<file path="config.mk">
export PLATFORM = sky130hd
export DESIGN_NAME = mem_port_arbiter_flat
export DESIGN_NICKNAME = d
export VERILOG_FILES = /design/src/rtl/mem_port_arbiter_if.sv /design/src/rtl/mem_port_arbiter.sv /design/src/flat_wrapper.sv
export SDC_FILE = /design/constraint.sdc
export NUM_CORES = 1
export LEC_CHECK = 0
export BUFFER_PORTS_ARGS = -buffer_cell sky130_fd_sc_hd__buf_2
export CAP_MARGIN = 20
export CORE_MARGIN = 5
export CORE_UTILIZATION = 50
export CTS_CLUSTER_DIAMETER = 60
export DETAILED_ROUTE_END_ITERATION = 12
export PLACE_DENSITY_LB_ADDON = 0.12
export SLEW_MARGIN = 20
export SYNTH_ARGS = -nofsm -noshare
export SYNTH_HDL_FRONTEND = slang
export SYNTH_SLANG_ARGS = --single-unit
</file>
<file path="constraint.sdc">
create_clock -name Clk -period 4.77 [get_ports Clk]
set_input_delay 0.7155 -clock Clk [delete_from_list [all_inputs] [get_ports Clk]]
set_output_delay 0.7155 -clock Clk [all_outputs]
set_load 0.02 [all_outputs]
</file>
<file path="src/rtl/mem_port_arbiter_if.sv">
// Bundle of pipeline-side request/response signals and external memory bus
// signals shared between the arbiter (slave) and its environment (master).
interface mem_port_arbiter_if;
  // Handshake: a requester raises *_req with stable address/data and holds it
  // until the matching *_ready pulse; the memory answers ext_req with a single
  // ext_ack cycle, and ext_* stay constant while ext_req is high.
  logic        if_req;
  logic [31:0] if_addr;
  logic [31:0] if_rdata;
  logic        if_ready;
  logic        mem_req;
  logic        mem_we;
  logic [31:0] mem_addr;
  logic [31:0] mem_wdata;
  logic [31:0] mem_rdata;
  logic        mem_ready;
  logic        IFstall;
  logic        MEMstall;
  logic        ext_req;
  logic        ext_we;
  logic [31:0] ext_addr;
  logic [31:0] ext_wdata;
  logic [31:0] ext_rdata;
  logic        ext_ack;
  logic        bus_err;

  modport slave (
    input  if_req, if_addr, mem_req, mem_we, mem_addr, mem_wdata,
           ext_rdata, ext_ack,
    output if_rdata, if_ready, mem_rdata, mem_ready, IFstall, MEMstall,
           ext_req, ext_we, ext_addr, ext_wdata, bus_err
  );

  modport master (
    output if_req, if_addr, mem_req, mem_we, mem_addr, mem_wdata,
           ext_rdata, ext_ack,
    input  if_rdata, if_ready, mem_rdata, mem_ready, IFstall, MEMstall,
           ext_req, ext_we, ext_addr, ext_wdata, bus_err
  );
endinterface

</file>
<file path="src/rtl/mem_port_arbiter.sv">
// Shares one single-port, variable-latency memory between MIPS fetch and data
// stages: one access in flight, data beats fetch, watchdog ends hung accesses.
module mem_port_arbiter #(
  parameter int unsigned TIMEOUT = 16
) (
  input  logic              Clk,
  input  logic              Rst,
  mem_port_arbiter_if.slave bus,
  output logic [1:0]        dbg_state
);

  typedef enum logic [1:0] {
    S_IDLE  = 2'b00,
    S_DATA  = 2'b01,
    S_INST  = 2'b10,
    S_UNUSED = 2'b11
  } state_t;

  localparam logic [7:0] WD_LAST = 8'(TIMEOUT - 1);

  state_t      state;
  state_t      state_nxt;
  logic [7:0]  wd_cnt;
  logic        busy;
  logic        timeout;
  logic        done;
  logic        grant_mem;
  logic        grant_if;

  logic        ext_we_q;
  logic [31:0] ext_addr_q;
  logic [31:0] ext_wdata_q;
  logic [31:0] if_rdata_q;
  logic [31:0] mem_rdata_q;
  logic        if_ready_q;
  logic        mem_ready_q;
  logic        bus_err_q;

  assign busy      = (state == S_DATA) || (state == S_INST);
  // A real acknowledge in the last allowed cycle beats the watchdog.
  assign timeout   = busy && !bus.ext_ack && (wd_cnt == WD_LAST);
  assign done      = busy && (bus.ext_ack || timeout);
  assign grant_mem = (state == S_IDLE) && bus.mem_req;
  assign grant_if  = (state == S_IDLE) && !bus.mem_req && bus.if_req;

  always_ff @(posedge Clk or negedge Rst) begin
    if (!Rst) begin
      state <= S_IDLE;
    end else begin
      state <= state_nxt;
    end
  end

  always_comb begin
    state_nxt = state;
    case (state)
      S_IDLE: begin
        if (grant_mem) begin
          state_nxt = S_DATA;
        end else if (grant_if) begin
          state_nxt = S_INST;
        end
      end
      S_DATA, S_INST: begin
        if (done) begin
          state_nxt = S_IDLE;
        end
      end
      default: state_nxt = S_IDLE;
    endcase
  end

  // Access registers, watchdog and completion pulses.
  always_ff @(posedge Clk or negedge Rst) begin
    if (!Rst) begin
      wd_cnt      <= 8'd0;
      ext_we_q    <= 1'b0;
      ext_addr_q  <= 32'h0;
      ext_wdata_q <= 32'h0;
      if_rdata_q  <= 32'h0;
      mem_rdata_q <= 32'h0;
      if_ready_q  <= 1'b0;
      mem_ready_q <= 1'b0;
      bus_err_q   <= 1'b0;
    end else begin
      if_ready_q  <= 1'b0;
      mem_ready_q <= 1'b0;
      bus_err_q   <= 1'b0;
      case (state)
        S_IDLE: begin
          if (grant_mem) begin
            ext_we_q    <= bus.mem_we;
            ext_addr_q  <= bus.mem_addr;
            ext_wdata_q <= bus.mem_wdata;
            wd_cnt      <= 8'd0;
          end else if (grant_if) begin
            ext_we_q   <= 1'b0;
            ext_addr_q <= bus.if_addr;
            wd_cnt     <= 8'd0;
          end
        end
        S_DATA, S_INST: begin
          if (done) begin
            if (state == S_DATA) begin
              mem_rdata_q <= timeout ? 32'h0 : bus.ext_rdata;
              mem_ready_q <= 1'b1;
            end else begin
              if_rdata_q <= timeout ? 32'h0 : bus.ext_rdata;
              if_ready_q <= 1'b1;
            end
            bus_err_q <= timeout;
          end else begin
            wd_cnt <= wd_cnt + 8'd1;
          end
        end
        default: begin
          wd_cnt      <= 8'd0;
          ext_we_q    <= 1'b0;
          ext_addr_q  <= 32'h0;
          ext_wdata_q <= 32'h0;
        end
      endcase
    end
  end

  // ext_req comes straight from the state register so reset drops it at once.
  always_comb begin
    bus.ext_req   = busy;
    bus.ext_we    = ext_we_q;
    bus.ext_addr  = ext_addr_q;
    bus.ext_wdata = ext_wdata_q;
    bus.if_rdata  = if_rdata_q;
    bus.mem_rdata = mem_rdata_q;
    bus.if_ready  = if_ready_q;
    bus.mem_ready = mem_ready_q;
    bus.bus_err   = bus_err_q;
    bus.IFstall   = bus.if_req & ~if_ready_q;
    bus.MEMstall  = bus.mem_req & ~mem_ready_q;
    dbg_state     = state;
  end

endmodule
</file>
<file path="src/flat_wrapper.sv">
// flat-port wrapper written by rule: the top's interface ports become plain ports
module mem_port_arbiter_flat 
#(
  parameter int unsigned TIMEOUT = 16
)
  (Clk, Rst, dbg_state, bus_if_req, bus_if_addr, bus_mem_req, bus_mem_we, bus_mem_addr, bus_mem_wdata, bus_ext_rdata, bus_ext_ack, bus_if_rdata, bus_if_ready, bus_mem_rdata, bus_mem_ready, bus_IFstall, bus_MEMstall, bus_ext_req, bus_ext_we, bus_ext_addr, bus_ext_wdata, bus_bus_err);
  mem_port_arbiter_if bus_i ();
  input  logic Clk;
  input  logic Rst;
  output logic [1:0] dbg_state;
  input wire logic [$bits(bus_i.if_req)-1:0] bus_if_req;
  input wire logic [$bits(bus_i.if_addr)-1:0] bus_if_addr;
  input wire logic [$bits(bus_i.mem_req)-1:0] bus_mem_req;
  input wire logic [$bits(bus_i.mem_we)-1:0] bus_mem_we;
  input wire logic [$bits(bus_i.mem_addr)-1:0] bus_mem_addr;
  input wire logic [$bits(bus_i.mem_wdata)-1:0] bus_mem_wdata;
  input wire logic [$bits(bus_i.ext_rdata)-1:0] bus_ext_rdata;
  input wire logic [$bits(bus_i.ext_ack)-1:0] bus_ext_ack;
  output wire logic [$bits(bus_i.if_rdata)-1:0] bus_if_rdata;
  output wire logic [$bits(bus_i.if_ready)-1:0] bus_if_ready;
  output wire logic [$bits(bus_i.mem_rdata)-1:0] bus_mem_rdata;
  output wire logic [$bits(bus_i.mem_ready)-1:0] bus_mem_ready;
  output wire logic [$bits(bus_i.IFstall)-1:0] bus_IFstall;
  output wire logic [$bits(bus_i.MEMstall)-1:0] bus_MEMstall;
  output wire logic [$bits(bus_i.ext_req)-1:0] bus_ext_req;
  output wire logic [$bits(bus_i.ext_we)-1:0] bus_ext_we;
  output wire logic [$bits(bus_i.ext_addr)-1:0] bus_ext_addr;
  output wire logic [$bits(bus_i.ext_wdata)-1:0] bus_ext_wdata;
  output wire logic [$bits(bus_i.bus_err)-1:0] bus_bus_err;
  assign bus_i.if_req = bus_if_req;
  assign bus_i.if_addr = bus_if_addr;
  assign bus_i.mem_req = bus_mem_req;
  assign bus_i.mem_we = bus_mem_we;
  assign bus_i.mem_addr = bus_mem_addr;
  assign bus_i.mem_wdata = bus_mem_wdata;
  assign bus_i.ext_rdata = bus_ext_rdata;
  assign bus_i.ext_ack = bus_ext_ack;
  assign bus_if_rdata = bus_i.if_rdata;
  assign bus_if_ready = bus_i.if_ready;
  assign bus_mem_rdata = bus_i.mem_rdata;
  assign bus_mem_ready = bus_i.mem_ready;
  assign bus_IFstall = bus_i.IFstall;
  assign bus_MEMstall = bus_i.MEMstall;
  assign bus_ext_req = bus_i.ext_req;
  assign bus_ext_we = bus_i.ext_we;
  assign bus_ext_addr = bus_i.ext_addr;
  assign bus_ext_wdata = bus_i.ext_wdata;
  assign bus_bus_err = bus_i.bus_err;
  mem_port_arbiter #(.TIMEOUT(TIMEOUT)) u_core (.Clk(Clk), .Rst(Rst), .bus(bus_i), .dbg_state(dbg_state));
endmodule
</file>
==> reports/results.tsv, run 1 <==
stage	metric	value	unit
outcome	status	completed	
clock_tree	hold bufs inserted after CTS	0	
timing	Slew HR	0.301	
placed_design	placed inst area	7210	sq um
layout	layout cells sized above 1	0.461	
global_route	global-route wire length before repair	24700	um
worst_setup_path	Max FO, Critical Path	24	
synth	main flop type after synthesis	dfrtp_1	
layout	fin area	7820	sq um
worst_setup_path	CP top delay family	simple AND/OR/NAND/NOR gates	
worst_setup_path	Worst EP required	5.11	ns
synth	top-count cell post-synth	dfrtp_1	
routing	routed wire length per instance	17.5	um
clock_tree	H-tree Lvls	4	
placed_design	placed insts	854	
synth	syn_nets	613	
layout	area delta synth->final	34.5	%
synth	sequential-to-total area share from yosys stat	0.611	
worst_setup_path	Reg-to-Reg End	u_core.bus.if_rdata[7]	
synth	syn_area_per_cell	12.2	sq um
clock_tree	Num Clock Sinks	142	
worst_setup_path	reg2reg start	u_core.dbg_state[0]	
synth	Async S/R FF share, synth	1.00	
worst_setup_path	Worst path slowest cell	and3_1	
synth	synthesized area	5820	sq um
placed_design	pre-CTS setup slack	1.83	ns
timing	worst slew pin tran	1.05	ns
timing	Final Hold Vio Count	0	
timing	Clock Skew	0.00688	ns
timing	setup ws final	1.98	ns
clock_tree	CTS tree	built	
placed_design	DP Wirelength	11000	um
floorplanning	chip height	118	um
synth	Synth cell types	39	
power_and_ir_drop	leakage power	4.23	nW
worst_setup_path	CP Class	reg2reg	
synth	synth cell count leaders	dfrtp_1 (142), a22o_1 (98), nand2_1 (70)	
power_and_ir_drop	pwr dens	710	nW/um^2
floorplanning	Die Area	13900	sq um
synth	top post-synthesis cells by area	dfrtp_1 (61%), a22o_1 (15%), mux2_2 (6.2%)	
layout	nets	868	
clock_tree	Post-CTS Resized	0	
timing	Fmax achieved	0.359	GHz
routing	Detailed Routing Iterations Pass 1	5	
worst_setup_path	R2R depth	5	
synth	Post-synth EDFFs	0	
worst_setup_path	Buf/Inv on CP	2	
timing	final setup vio count	0	
placed_design	I/O Buffers	270	
worst_setup_path	critical path, cell by cell	inv_1 > ha_1 > and3_1 > buf_4 > a22o_1	
global_route	vias in the first global route	4792	
routing	Vias/cell	5.37	
clock_tree	clk slew on worst S/H paths	0.06	ns
floorplanning	core area	11400	sq um
timing	Setup TNS	0	ns
clock_tree	worst skew pair latency	0.41	ns
placed_design	RD Place Congestion	0.816	
clock_tree	postcts setup bufs	0	
floorplanning	# IOs	271	
floorplanning	Starting Density	0.509	
clock_tree	CTS buffer count	17	
worst_setup_path	Crit path arrival time	3.13	ns
floorplanning	row count	39	
routing	Routed Antenna Nets	0	
routing	DR DRC count	0	
clock_tree	Clock Path Buffers	2	
power_and_ir_drop	peak supply drop	0.000474	V
timing	final slew viol count	0	
worst_setup_path	Reg2Reg Setup Slack	1.98	ns
worst_setup_path	CP startpoint kind	register	
power_and_ir_drop	Total Power	5.55	mW
global_route	total global-route track usage	0.219	
worst_setup_path	CP startpoint	u_core.dbg_state[0]	
timing	Tmin final	2.79	ns
floorplanning	Die Width	118	um
worst_setup_path	number of cells on the critical path	5	
layout	final non-filler cell total	886	
global_route	largest net degree at the start of global routing	102	
clock_tree	Root Buffer	clkbuf_16	
hold_path	Hold Crit Class	in2async	
worst_setup_path	Crit. End Element	register	
worst_setup_path	CP peak stage delay	0.98	ns
synth	Yosys top cell area share	0.611	
routing	via count	4757	
routing	DR iter-0 viols	317	
synth	cell taking the most area after synthesis	dfrtp_1	
global_route	total gr overflow	0	
synth	count of mapped cells out of synthesis	475	
run	Max Cap Viol	0	
timing	RSZ-0062 raised after global routing	no	
worst_setup_path	crit path capture	u_core.bus.if_rdata[7]	
timing	Period Utilization, post-route	0.584	
synth	Ys Warns	0	
global_route	antenna violations before repair	1	
routing	drt total wl	15500	um
synth	Seq cells post-synth	142	
-- sequential cells by signal (all words and copies together), names as in the netlist --
register	cells
u_core.bus.mem_ready	1
u_core.bus.ext_wdata	32
u_core.bus.ext_we	1
u_core.bus.bus_err	1
u_core.bus.if_ready	1
u_core.bus.ext_addr	32
u_core.wd_cnt	8
u_core.bus.if_rdata	32
u_core.dbg_state	2
u_core.bus.mem_rdata	32
-- worst min-delay path by stage --
stage               cells past startpoint                       to  slack, ns
finish                                  1  u_core.bus.mem_rdata[2]       0.38
global route                            1  u_core.bus.mem_rdata[2]       0.48
CTS                                     1  u_core.bus.mem_rdata[2]       0.44
detailed placement                      2   u_core.bus.ext_addr[2]       0.47
global placement                        2   u_core.bus.ext_addr[9]       0.46
floorplan                               0       u_core.bus.bus_err       0.42
-- metal layers --
layer  vias up  global-route usage  wire (um)
met5         -                   0          0
met4         0              0.0824        360
met3        26              0.0658       1120
met2       197               0.348       7520
met1      2291               0.284       6470
li1       2243                   -          -
-- cell type report --
type                       instances  area, sq um
inverter                           4         15.0
clock inverter                    10          138
sequential                       142         3550
tap                              143          179
clock buffer                      21          460
fill                             894         3600
antenna                            1         2.50
multi-input combinational        291         2090
timing repair buffer             274         1390
-- through the flow --
stage	utilization	hold slack, ns
3_3_place_gp	0.631	0.461
4_1_cts	0.684	0.436
3_5_place_dp	0.632	0.466
2_1_floorplan	-	0.420
6_report	0.685	0.384
5_1_grt	0.685	0.475
-- power by group --
group	internal [mW]	leakage, nW	switching, mW
combinational	0.837	2.10	1.45
sequential	1.68	1.84	0.263
clock	0.846	0.289	0.476
total	3.36	4.23	2.19
-- worst register-to-register path, cell delays in order, from the launching register on --
cell and delay, ns:
dfrtp_1 0.39, inv_1 0.09, ha_1 0.78, and3_1 0.98
buf_4 0.32, a22o_1 0.16
-- placed cells by master (no fill, tap or decap), types with 8 or more instances in the layout --
cell,Yosys,routed
buf_2,11,269
dfrtp_1,142,142
a22o_1,98,98
nand2_1,70,70
mux2_2,32,32
o21ai_0,22,22
clkbuf_16,0,17
o21ai_1,14,14
nand3_1,8,8
-- logic make-up after synthesis --
logic type / after synthesis / synth area share
flops: 142 / 0.611
mux: 32 / 0.0620
compound gates: 150 / 0.201
fa+ha+maj: 4 / 0.00861
simple gates: 105 / 0.0846
buf+inv: 42 / 0.0333
No activity file was read; power rests on OpenSTA's default activity.
==> run 2, diff against run 1 <==
--- a/config.mk
+++ b/config.mk
@@ -8,7 +8,7 @@
 export BUFFER_PORTS_ARGS = -buffer_cell sky130_fd_sc_hd__buf_2
 export CAP_MARGIN = 20
 export CORE_MARGIN = 5
-export CORE_UTILIZATION = 50
+export CORE_UTILIZATION = 47
 export CTS_CLUSTER_DIAMETER = 60
 export DETAILED_ROUTE_END_ITERATION = 12
 export PLACE_DENSITY_LB_ADDON = 0.12
==> constraint.sdc (replaced) <==
create_clock -name Clk -period 2.71 [get_ports Clk]
set_input_delay 0.4065 -clock Clk [delete_from_list [all_inputs] [get_ports Clk]]
set_output_delay 0.4065 -clock Clk [all_outputs]
set_load 0.02 [all_outputs]
==> reports/results.tsv, run 2 (same netlist as run 1, synthesis figures left out) <==
stage	metric	value	unit	change
routing	via count	4819		+1.3%
timing	Final Hold Vio Count	0		unchanged
layout	multi-input logic area	2070	sq um	-0.60%
worst_setup_path	CP Class	reg2out		
floorplanning	Die Area	14700	sq um	+5.8%
power_and_ir_drop	leakage power	4.28	nW	+1.3%
layout	layout cells sized above 1	0.465		+0.00442
floorplanning	chip height	121	um	+2.9%
worst_setup_path	Buf/Inv on CP	2		unchanged
hold_path	Hold Crit Class	in2reg		
timing	Setup TNS	0	ns	unchanged
clock_tree	H-tree Lvls	4		unchanged
routing	DR DRC count	0		unchanged
layout	commonest cells after routing, fill and taps aside	buf_2 (269), dfrtp_1 (142), a22o_1 (98), nand2_1 (70), mux2_2 (32)		
placed_design	DP Wirelength	11400	um	+3.9%
global_route	total gr overflow	0		unchanged
layout	fin area	7960	sq um	+1.8%
routing	Detailed Routing Iterations Pass 1	4		-1
layout	Fillers	953		+6.6%
outcome	status	completed		
layout	nets	876		+0.92%
layout	Reg area	3550	sq um	unchanged
global_route	total global-route track usage	0.214		-0.00449
routing	Vias/cell	5.24		-2.3%
placed_design	RD Place Congestion	0.806		-1.2%
timing	final slew viol count	0		unchanged
clock_tree	Root Buffer	clkbuf_16		
worst_setup_path	Crit path arrival time	1.93	ns	-1.20 ns
routing	drt total wl	15900	um	+2.7%
worst_setup_path	CP startpoint kind	register		
floorplanning	core area	12100	sq um	+5.6%
worst_setup_path	Crit. End Element	output port		
power_and_ir_drop	peak supply drop	0.000559	V	+18%
timing	Tmin final	2.33	ns	
layout	area delta synth->final	36.9	%	
placed_design	I/O Buffers	270		unchanged
clock_tree	CTS buffer count	17		unchanged
clock_tree	worst skew pair latency	0.41	ns	about the same
routing	DR iter-0 viols	247		-22%
timing	worst slew pin tran	0.672	ns	-0.376 ns
worst_setup_path	CP top delay family	adder cells		
floorplanning	# IOs	271		unchanged
clock_tree	CTS tree	built		
timing	final setup vio count	0		unchanged
worst_setup_path	Worst path slowest cell	ha_1		
placed_design	placed inst area	7300	sq um	+1.3%
floorplanning	Die Width	121	um	+2.9%
worst_setup_path	Max FO, Critical Path	22		-8.3%
layout	commonest non-fill, non-tap cell in the layout	buf_2		
timing	Fmax achieved	0.429	GHz	
routing	Routed Antenna Nets	0		unchanged
clock_tree	clk slew on worst S/H paths	0.06	ns	about the same
worst_setup_path	CP peak stage delay	0.73	ns	-0.25 ns
global_route	largest net degree at the start of global routing	59		-42%
worst_setup_path	Worst EP required	2.30	ns	-2.81 ns
timing	Slew HR	0.552		+0.250
timing	RSZ-0062 raised after global routing	no		
global_route	vias in the first global route	4952		+3.3%
global_route	antenna violations before repair	1		unchanged
floorplanning	Starting Density	0.482		-0.0272
clock_tree	Clock Path Buffers	2		unchanged
run	Max Cap Viol	0		unchanged
timing	Period Utilization, post-route	0.860		
power_and_ir_drop	Total Power	10.0	mW	+80%
global_route	global-route wire length before repair	25200	um	+2.2%
floorplanning	row count	40		+2.6%
clock_tree	Num Clock Sinks	142		unchanged
power_and_ir_drop	pwr dens	1260	nW/um^2	+77%
routing	routed wire length per instance	17.3	um	-1.0%
worst_setup_path	critical path, cell by cell	inv_1 > ha_1 > buf_2		
timing	Clock Skew	0.0142	ns	+0.00729 ns
-- run 2: final timing paths --
check / from / to / slack (ns) / depth (start not counted)
max: u_core.dbg_state[0] / bus_ext_req / 0.38 / 3
min: bus_mem_wdata[2] / u_core.bus.ext_wdata[2] / 0.21 / 2
max reg2reg: u_core.dbg_state[0] / u_core.bus.mem_rdata[3] / 0.44 / 4
min reg2reg: u_core.bus.ext_addr[18] / u_core.bus.ext_addr[18] / 0.47 / 2
max in group asynchronous: Rst / u_core.bus.ext_addr[7] / 1.34 / 3
min in group asynchronous: Rst / u_core.bus.ext_addr[13] / 0.54 / 2
-- run 2: per-layer routing --
metal,vias to the layer above,wire (um),track usage
li1,2259,-,-
met1,2339,6610,0.285
met2,191,7810,0.347
met3,30,1110,0.0527
met4,0,350,0.0721
met5,-,0,0
-- run 2: layout make-up --
class                   instances  share of cell area
clock inverters                13              0.0269
inverters                       4             0.00189
diodes                          1            0.000314
flip-flops and latches        142               0.446
well taps                     168              0.0264
multi-input cells             291               0.260
repair buffers                282               0.184
clock buffers                  18              0.0539
-- run 2: where the power goes --
| group | switching, mW | internal, mW | leakage [nW] |
|---|---|---|---|
| Clock | 0.871 | 1.63 | 0.307 |
| Combinational | 2.57 | 1.53 | 2.13 |
| Sequential | 0.458 | 2.96 | 1.84 |
| Total | 3.89 | 6.12 | 4.28 |
-- run 2: timing repair --
item                      in CTS  in global routing
resized for setup              0                  0
hold endpoints to repair      55                  0
setup buffers                  0                  0
hold buffers                   1                  0
-- run 2: per-stage QoR --
stage	worst slack [ns]	util	hold WS, ns	std cells
floorplan	0.657	-	0.111	475
global placement	0.589	0.606	0.397	886
detailed placement	0.476	0.606	0.406	886
CTS	0.366	0.660	0.198	918
global route	0.229	0.660	0.203	919
finish	0.378	0.660	0.211	919
-- run 2: worst reg2reg max path, stage by stage, from the launching register on --
cell,delay (ns)
dfrtp_1,0.40
inv_1,0.10
ha_1,0.73
nand3_4,0.53
a22o_1,0.41
